**config.mk**
```make
export PLATFORM = sky130hd
export DESIGN_NAME = reorder_buffer_n
export DESIGN_NICKNAME = d
export VERILOG_FILES = /design/src/rtl/reorder_buffer_n.sv
export SDC_FILE = /design/constraint.sdc
export NUM_CORES = 2
export LEC_CHECK = 0
export ABC_CLOCK_PERIOD_IN_PS = 3300
export CAP_MARGIN = 20
export CORE_MARGIN = 2
export CORE_UTILIZATION = 45
export CTS_CLUSTER_SIZE = 24
export DETAILED_ROUTE_END_ITERATION = 12
export PLACE_DENSITY_LB_ADDON = 0.12
export REMOVE_ABC_BUFFERS = 1
export SYNTH_ARGS = -nofsm -noshare
export SYNTH_HDL_FRONTEND = slang
export SYNTH_SLANG_ARGS = --single-unit
export TNS_END_PERCENT = 30
```
**constraint.sdc**
```tcl
create_clock -name clk_i -period 3.3 [get_ports clk_i]
set_input_delay 0.825 -clock clk_i [delete_from_list [all_inputs] [get_ports clk_i]]
set_output_delay 0.825 -clock clk_i [all_outputs]
set_load 0.01 [all_outputs]
```
**src/rtl/reorder_buffer_n.sv**
```systemverilog
// Reorder buffer: in-order allocate, out-of-order writeback on NUM_WB channels,
// in-order commit with valid/ready backpressure, and a single-cycle full flush.
module reorder_buffer_n #(
   parameter int unsigned DEPTH  = 16,
   parameter int unsigned IDX_W  = $clog2(DEPTH),
   parameter int unsigned NUM_WB = 3,
   parameter int unsigned DATA_W = 32,
   parameter int unsigned PREG_W = 5
) (
   input  logic                     clk_i,
   input  logic                     reset_i,
   input  logic                     alloc_valid_i,
   output logic                     alloc_ready_o,
   input  logic [PREG_W-1:0]        alloc_prd_i,
   input  logic [31:0]              alloc_pc_i,
   output logic [IDX_W-1:0]         alloc_idx_o,
   input  logic [NUM_WB-1:0]        wb_valid_i,
   input  logic [NUM_WB*IDX_W-1:0]  wb_idx_i,
   input  logic [NUM_WB*DATA_W-1:0] wb_value_i,
   output logic                     commit_valid_o,
   input  logic                     commit_ready_i,
   output logic [IDX_W-1:0]         commit_idx_o,
   output logic [PREG_W-1:0]        commit_prd_o,
   output logic [DATA_W-1:0]        commit_value_o,
   output logic [31:0]              commit_pc_o,
   input  logic                     flush_i,
   output logic                     empty_o,
   output logic                     full_o,
   output logic [IDX_W:0]           count_o
);

   localparam logic [IDX_W:0]   FULL_CNT = (IDX_W+1)'(DEPTH);
   localparam logic [IDX_W-1:0] IDX_ONE  = IDX_W'(1);

   logic [DEPTH-1:0]  valid_q, valid_d;
   logic [DEPTH-1:0]  done_q, done_d;
   logic [PREG_W-1:0] prd_q   [DEPTH];
   logic [PREG_W-1:0] prd_d   [DEPTH];
   logic [31:0]       pc_q    [DEPTH];
   logic [31:0]       pc_d    [DEPTH];
   logic [DATA_W-1:0] value_q [DEPTH];
   logic [DATA_W-1:0] value_d [DEPTH];
   logic [IDX_W-1:0]  head_q, head_d;
   logic [IDX_W-1:0]  tail_q, tail_d;
   logic [IDX_W:0]    count_q, count_d;

   logic              full;
   logic              alloc_fire;
   logic              commit_valid;
   logic              commit_fire;
   logic [DEPTH-1:0]  wb_hit;
   logic [DATA_W-1:0] wb_data [DEPTH];

   assign full         = (count_q == FULL_CNT);
   // A full ROB refuses allocation even if the head retires this cycle.
   assign alloc_fire   = alloc_valid_i & ~full;
   assign commit_valid = valid_q[head_q] & done_q[head_q];
   assign commit_fire  = commit_valid & commit_ready_i;

   // Route writeback channels to entries; scanning high to low lets the lowest channel win.
   always_comb begin
      for (int i = 0; i < int'(DEPTH); i++) begin
         wb_hit[i]  = 1'b0;
         wb_data[i] = '0;
         for (int k = int'(NUM_WB) - 1; k >= 0; k--) begin
            if (wb_valid_i[k] && (wb_idx_i[k*IDX_W +: IDX_W] == IDX_W'(i))) begin
               wb_hit[i]  = 1'b1;
               wb_data[i] = wb_value_i[k*DATA_W +: DATA_W];
            end
         end
      end
   end

   // Next-state: writeback, commit, allocate, count; flush overrides all of them.
   always_comb begin
      valid_d = valid_q;
      done_d  = done_q;
      prd_d   = prd_q;
      pc_d    = pc_q;
      value_d = value_q;
      head_d  = head_q;
      tail_d  = tail_q;
      count_d = count_q + (IDX_W+1)'(alloc_fire) - (IDX_W+1)'(commit_fire);

      // The entry being allocated is still invalid here, so same-cycle writebacks to it drop.
      for (int i = 0; i < int'(DEPTH); i++) begin
         if (wb_hit[i] && valid_q[i] && !done_q[i]) begin
            done_d[i]  = 1'b1;
            value_d[i] = wb_data[i];
         end
      end

      if (commit_fire) begin
         valid_d[head_q] = 1'b0;
         done_d[head_q]  = 1'b0;
         head_d          = head_q + IDX_ONE;
      end

      if (alloc_fire) begin
         valid_d[tail_q] = 1'b1;
         done_d[tail_q]  = 1'b0;
         prd_d[tail_q]   = alloc_prd_i;
         pc_d[tail_q]    = alloc_pc_i;
         tail_d          = tail_q + IDX_ONE;
      end

      if (flush_i) begin
         valid_d = '0;
         done_d  = '0;
         head_d  = '0;
         tail_d  = '0;
         count_d = '0;
      end
   end

   // State register with synchronous active-low reset that also clears stored fields.
   always_ff @(posedge clk_i) begin
      if (!reset_i) begin
         valid_q <= '0;
         done_q  <= '0;
         head_q  <= '0;
         tail_q  <= '0;
         count_q <= '0;
         for (int i = 0; i < int'(DEPTH); i++) begin
            prd_q[i]   <= '0;
            pc_q[i]    <= '0;
            value_q[i] <= '0;
         end
      end else begin
         valid_q <= valid_d;
         done_q  <= done_d;
         head_q  <= head_d;
         tail_q  <= tail_d;
         count_q <= count_d;
         for (int i = 0; i < int'(DEPTH); i++) begin
            prd_q[i]   <= prd_d[i];
            pc_q[i]    <= pc_d[i];
            value_q[i] <= value_d[i];
         end
      end
   end

   // Outputs come from registered state only; commit fields are zeroed when not valid.
   always_comb begin
      alloc_ready_o  = ~full;
      alloc_idx_o    = tail_q;
      full_o         = full;
      empty_o        = (count_q == '0);
      count_o        = count_q;
      commit_valid_o = commit_valid;
      commit_idx_o   = '0;
      commit_prd_o   = '0;
      commit_value_o = '0;
      commit_pc_o    = '0;
      if (commit_valid) begin
         commit_idx_o   = head_q;
         commit_prd_o   = prd_q[head_q];
         commit_value_o = value_q[head_q];
         commit_pc_o    = pc_q[head_q];
      end
   end

endmodule

```
==> results.rst <==
.. list-table::
   :header-rows: 1

   * - Metric
     - Value
   * - Number of failing setup endpoints in the final timing report
     - 74
   * - Vertical die dimension
     - 378 um
   * - Area of the core
     - 0.139 mm2
   * - Post-synth design cell area
     - 0.0629 mm2
   * - Number of vias per cell
     - 6.12
   * - Detail Route Antenna Nets
     - 0
   * - Initial DRT Pass Iterations
     - 6
   * - Highest routed metal layer
     - met5
   * - TritonCTS sink count
     - 1149
   * - Highest net fanout along the worst path
     - 6
   * - Hold_buf cts
     - 0
   * - Post-route setup slack
     - -669 ps
   * - Pin count of the biggest net entering global routing
     - 194
   * - Clock latency reported for the late side of the worst-skew pair
     - 800 ps
   * - Synthesized netlist cell count
     - 7133
   * - Root Driver
     - sky130_fd_sc_hd__clkbuf_16
   * - Number of pins exceeding their max-slew limit in the final report
     - 0
   * - Final sum of negative setup slack
     - -42290 ps
   * - Result of the run
     - finished, violations left
   * - Seq/Total Area, Yosys
     - 0.366
   * - Max incr delay on CP
     - 580 ps
   * - RSZ-0062 raised after global routing
     - yes
   * - Number of cell rows
     - 137
   * - Routability congestion estimate from global placement
     - 0.856
   * - Max Root-Sink Buffers
     - 3
   * - Cells traversed along the worst timing path
     - buf_12 > buf_16 > buf_8 > buf_12 > mux4_2 > mux4_2 > and3_4 > buf_6
   * - CTS tree
     - built
   * - Cell types occupying the most area after synthesis
     - sky130_fd_sc_hd__dfxtp_1 (37%), sky130_fd_sc_hd__mux4_2 (13%), sky130_fd_sc_hd__a21boi_0 (12%), sky130_fd_sc_hd__nand2_1 (11%), sky130_fd_sc_hd__mux2i_1 (7.0%)
   * - Worst hold path depth
     - 2
   * - Gr usage total
     - 0.333
   * - Initial antenna violation count
     - 23
   * - Met2 layer wire length in the routed design
     - 113000 um
   * - Number of top-level design ports
     - 239
   * - Dominant delay contributor by cell family on the critical path
     - multiplexers
   * - Top-count cell post-synth
     - sky130_fd_sc_hd__nand2_1
   * - Depth of the most critical reg-to-reg path
     - 17
   * - Data arrival time of the critical path
     - 3140 ps
   * - Biggest area consumer among synthesized cells
     - sky130_fd_sc_hd__dfxtp_1
   * - Average wire per standard cell
     - 26.8 um
   * - CTS Buf Count
     - 134
   * - Fill count
     - 12400
   * - DRC violation count after routing
     - 0
   * - Die Span X
     - 378 um
   * - Final HPWL from detailed placement
     - 142000 um
   * - Max Clock Freq
     - 252 MHz
   * - Number of placed cells counting well taps
     - 8777
   * - Final critical path time including I/O delays and setup
     - 3970 ps
   * - Crit-path slowest cell
     - sky130_fd_sc_hd__mux4_2
   * - Critical path buffers and inverters
     - 5
   * - Synth top area share
     - 0.366
   * - Actual slew at the worst max-slew pin
     - 900 ps
   * - Vias in the first global route
     - 52400
   * - Initial core utilization
     - 0.452
   * - Final-layout worst hold slack
     - 453 ps
   * - Highest ir drop seen on vdd
     - 0.000369 V
   * - Post-synth EDFFs
     - 0
   * - Minimum setup slack among reg-to-reg paths
     - 110 ps
   * - Die footprint
     - 0.143 mm2
   * - Routed vias
     - 55600
   * - Areal power density over the cells
     - 415 mW/mm2
   * - Critical Path Stages
     - 8
   * - Clk_skew
     - 34.3 ps
   * - Most numerous cell types in the synthesized netlist
     - sky130_fd_sc_hd__nand2_1 (1831), sky130_fd_sc_hd__dfxtp_1 (1149), sky130_fd_sc_hd__a21boi_0 (979), sky130_fd_sc_hd__clkbuf_1 (657), sky130_fd_sc_hd__nor2_1 (567)
   * - Number of maximum-capacitance violations
     - 0
   * - Number of port buffers
     - 238
   * - Static Leakage
     - 0.0245 uW
   * - Synth unique cells
     - 52
   * - First-pass GRT wire length
     - 355000 um
   * - Layout cell share with drive strength beyond 1
     - 0.165
   * - GR Overflow Total
     - 0
   * - Data required, critical path
     - 2470 ps
   * - Worst slew slack as a fraction of its limit
     - 0.398
   * - DRC marker count from the first detailed-route iteration
     - 5931
   * - Met3 WL post-DR
     - 20200 um
   * - Predominant post-synthesis flop cell
     - sky130_fd_sc_hd__dfxtp_1
   * - Failing checks
     - setup timing
   * - Final non-filler cell total
     - 9078
   * - Critical path start-end classification
     - flop to primary output
   * - Synthesized area per cell
     - 8.81 um2
   * - Layout area overhead
     - 19.8%
   * - Wire length on met1
     - 99700 um
   * - Worst setup EP type
     - primary output
   * - Wirelength, routed
     - 243000 um
   * - H-tree level count
     - 4
   * - Type of element launching the critical path
     - flop
   * - Post-synth ARST share
     - 0
   * - Final Hold Fails
     - 0
   * - Synthesis Warnings
     - 0
   * - Type of the most critical hold path
     - flop to flop
   * - Synth Register Bits
     - 1149
   * - Net count, final
     - 7257
   * - Clock Pin Slew Worst Setup and Hold Paths
     - 60 ps
   * - Post-route clock period utilization
     - 1.20
-- cell usage in the layout, fill, tap and decap left out, drive strengths merged, types with 5 or more instances in the layout --
cell type | synthesis | routed
nand3 | 24 | 24
a31oi | 16 | 16
nand4 | 5 | 5
mux4 | 353 | 353
ha | 14 | 14
nor2 | 572 | 572
diode | 0 | 14
clkdlybuf4s50 | 0 | 163
or3 | 39 | 39
a311o | 52 | 52
nor2b | 8 | 8
buf | 162 | 472
nand2b | 11 | 11
o21ai | 18 | 18
and3 | 73 | 73
clkinv | 0 | 23
mux2i | 440 | 440
nand3b | 6 | 6
nor3 | 21 | 21
a2111oi | 16 | 16
a221oi | 23 | 23
a21boi | 1104 | 1104
o311ai | 15 | 15
a21oi | 23 | 23
inv | 30 | 38
dfxtp | 1149 | 1149
clkbuf | 657 | 203
nand2 | 1831 | 1831
a211o | 438 | 438
-- metrics by stage --
| stage | total power (uW) | area [um2] | worst slack, ps | utilization |
|---|---|---|---|---|
| floorplan | 15000 | 59600 | -11500 | - |
| global placement | 16300 | 69600 | -262 | 0.501 |
| detailed placement | 16300 | 69600 | -216 | 0.501 |
| CTS | 31400 | 75400 | -743 | 0.542 |
| global route | 32100 | 75300 | -704 | 0.542 |
| finish | 31200 | 75300 | -669 | 0.542 |
-- worst paths after layout --
kind                  start                 end
setup reg to reg  head_q[0]          count_o[4]
hold / removal    pc_q[269]           pc_q[269]
hold reg to reg   pc_q[269]           pc_q[269]
setup / recovery  head_q[0]  commit_value_o[27]
-- layer usage --
layer,vias to the layer above,global-route usage
met5,-,0
met4,22,0.139
met3,615,0.0571
met2,2583,0.541
met1,27500,0.438
li1,24900,-
-- worst min-delay path, cell delays in order (launching register included) --
cell                       delay (ps)
sky130_fd_sc_hd__dfxtp_1          310
sky130_fd_sc_hd__nand2_1           50
sky130_fd_sc_hd__a21boi_1          50
-- flip-flops by register name (all words and copies together) (netlist names) --
signal / cells
valid_q: 16
count_o: 5
value_q: 512
prd_q: 80
alloc_idx_o: 4
pc_q: 512
done_q: 16
head_q: 4
-- area by class of cell --
type / count / area (um2) / share of cell area
antenna: 14 / 35.0 / 0.000465
multi-input combinational: 5135 / 37400 / 0.496
clock inverter: 36 / 435 / 0.00578
timing repair buffer: 639 / 7990 / 0.106
clock buffer: 199 / 3990 / 0.0530
sequential: 1149 / 23000 / 0.306
inverter: 30 / 113 / 0.00150
tap: 1876 / 2350 / 0.0312
-- report_power, final --
| group | switching, uW | internal [uW] |
|---|---|---|
| sequential | 32.2 | 13900 |
| combinational | 1300 | 777 |
| clock | 6440 | 8750 |
| total | 7770 | 23500 |
-- what timing repair did --
| item | in CTS | in global routing |
|---|---|---|
| gates resized for setup | 448 | 47 |
| endpoints found under the setup margin | 74 | 76 |
| setup buffers | 52 | 4 |
| pin swaps | 33 | 18 |
| gates cloned | 12 | 2 |
-- cell families (layout without fill, tap and decap cells) --
family | Yosys count | in the layout | share of synthesized area
adder cells (fa/ha/maj) | 15 | 15 | 0.00311
AO/OA/AOI/OAI | 1711 | 1711 | 0.216
XOR/XNOR | 5 | 5 | 0.000697
AND/OR/NAND/NOR | 2611 | 2611 | 0.165
buffers and inverters | 849 | 904 | 0.0530
flip-flops | 1149 | 1149 | 0.366
multiplexers | 793 | 793 | 0.197
other | 0 | 14 | 0
Note: power is estimated with default switching activity, not from simulation.
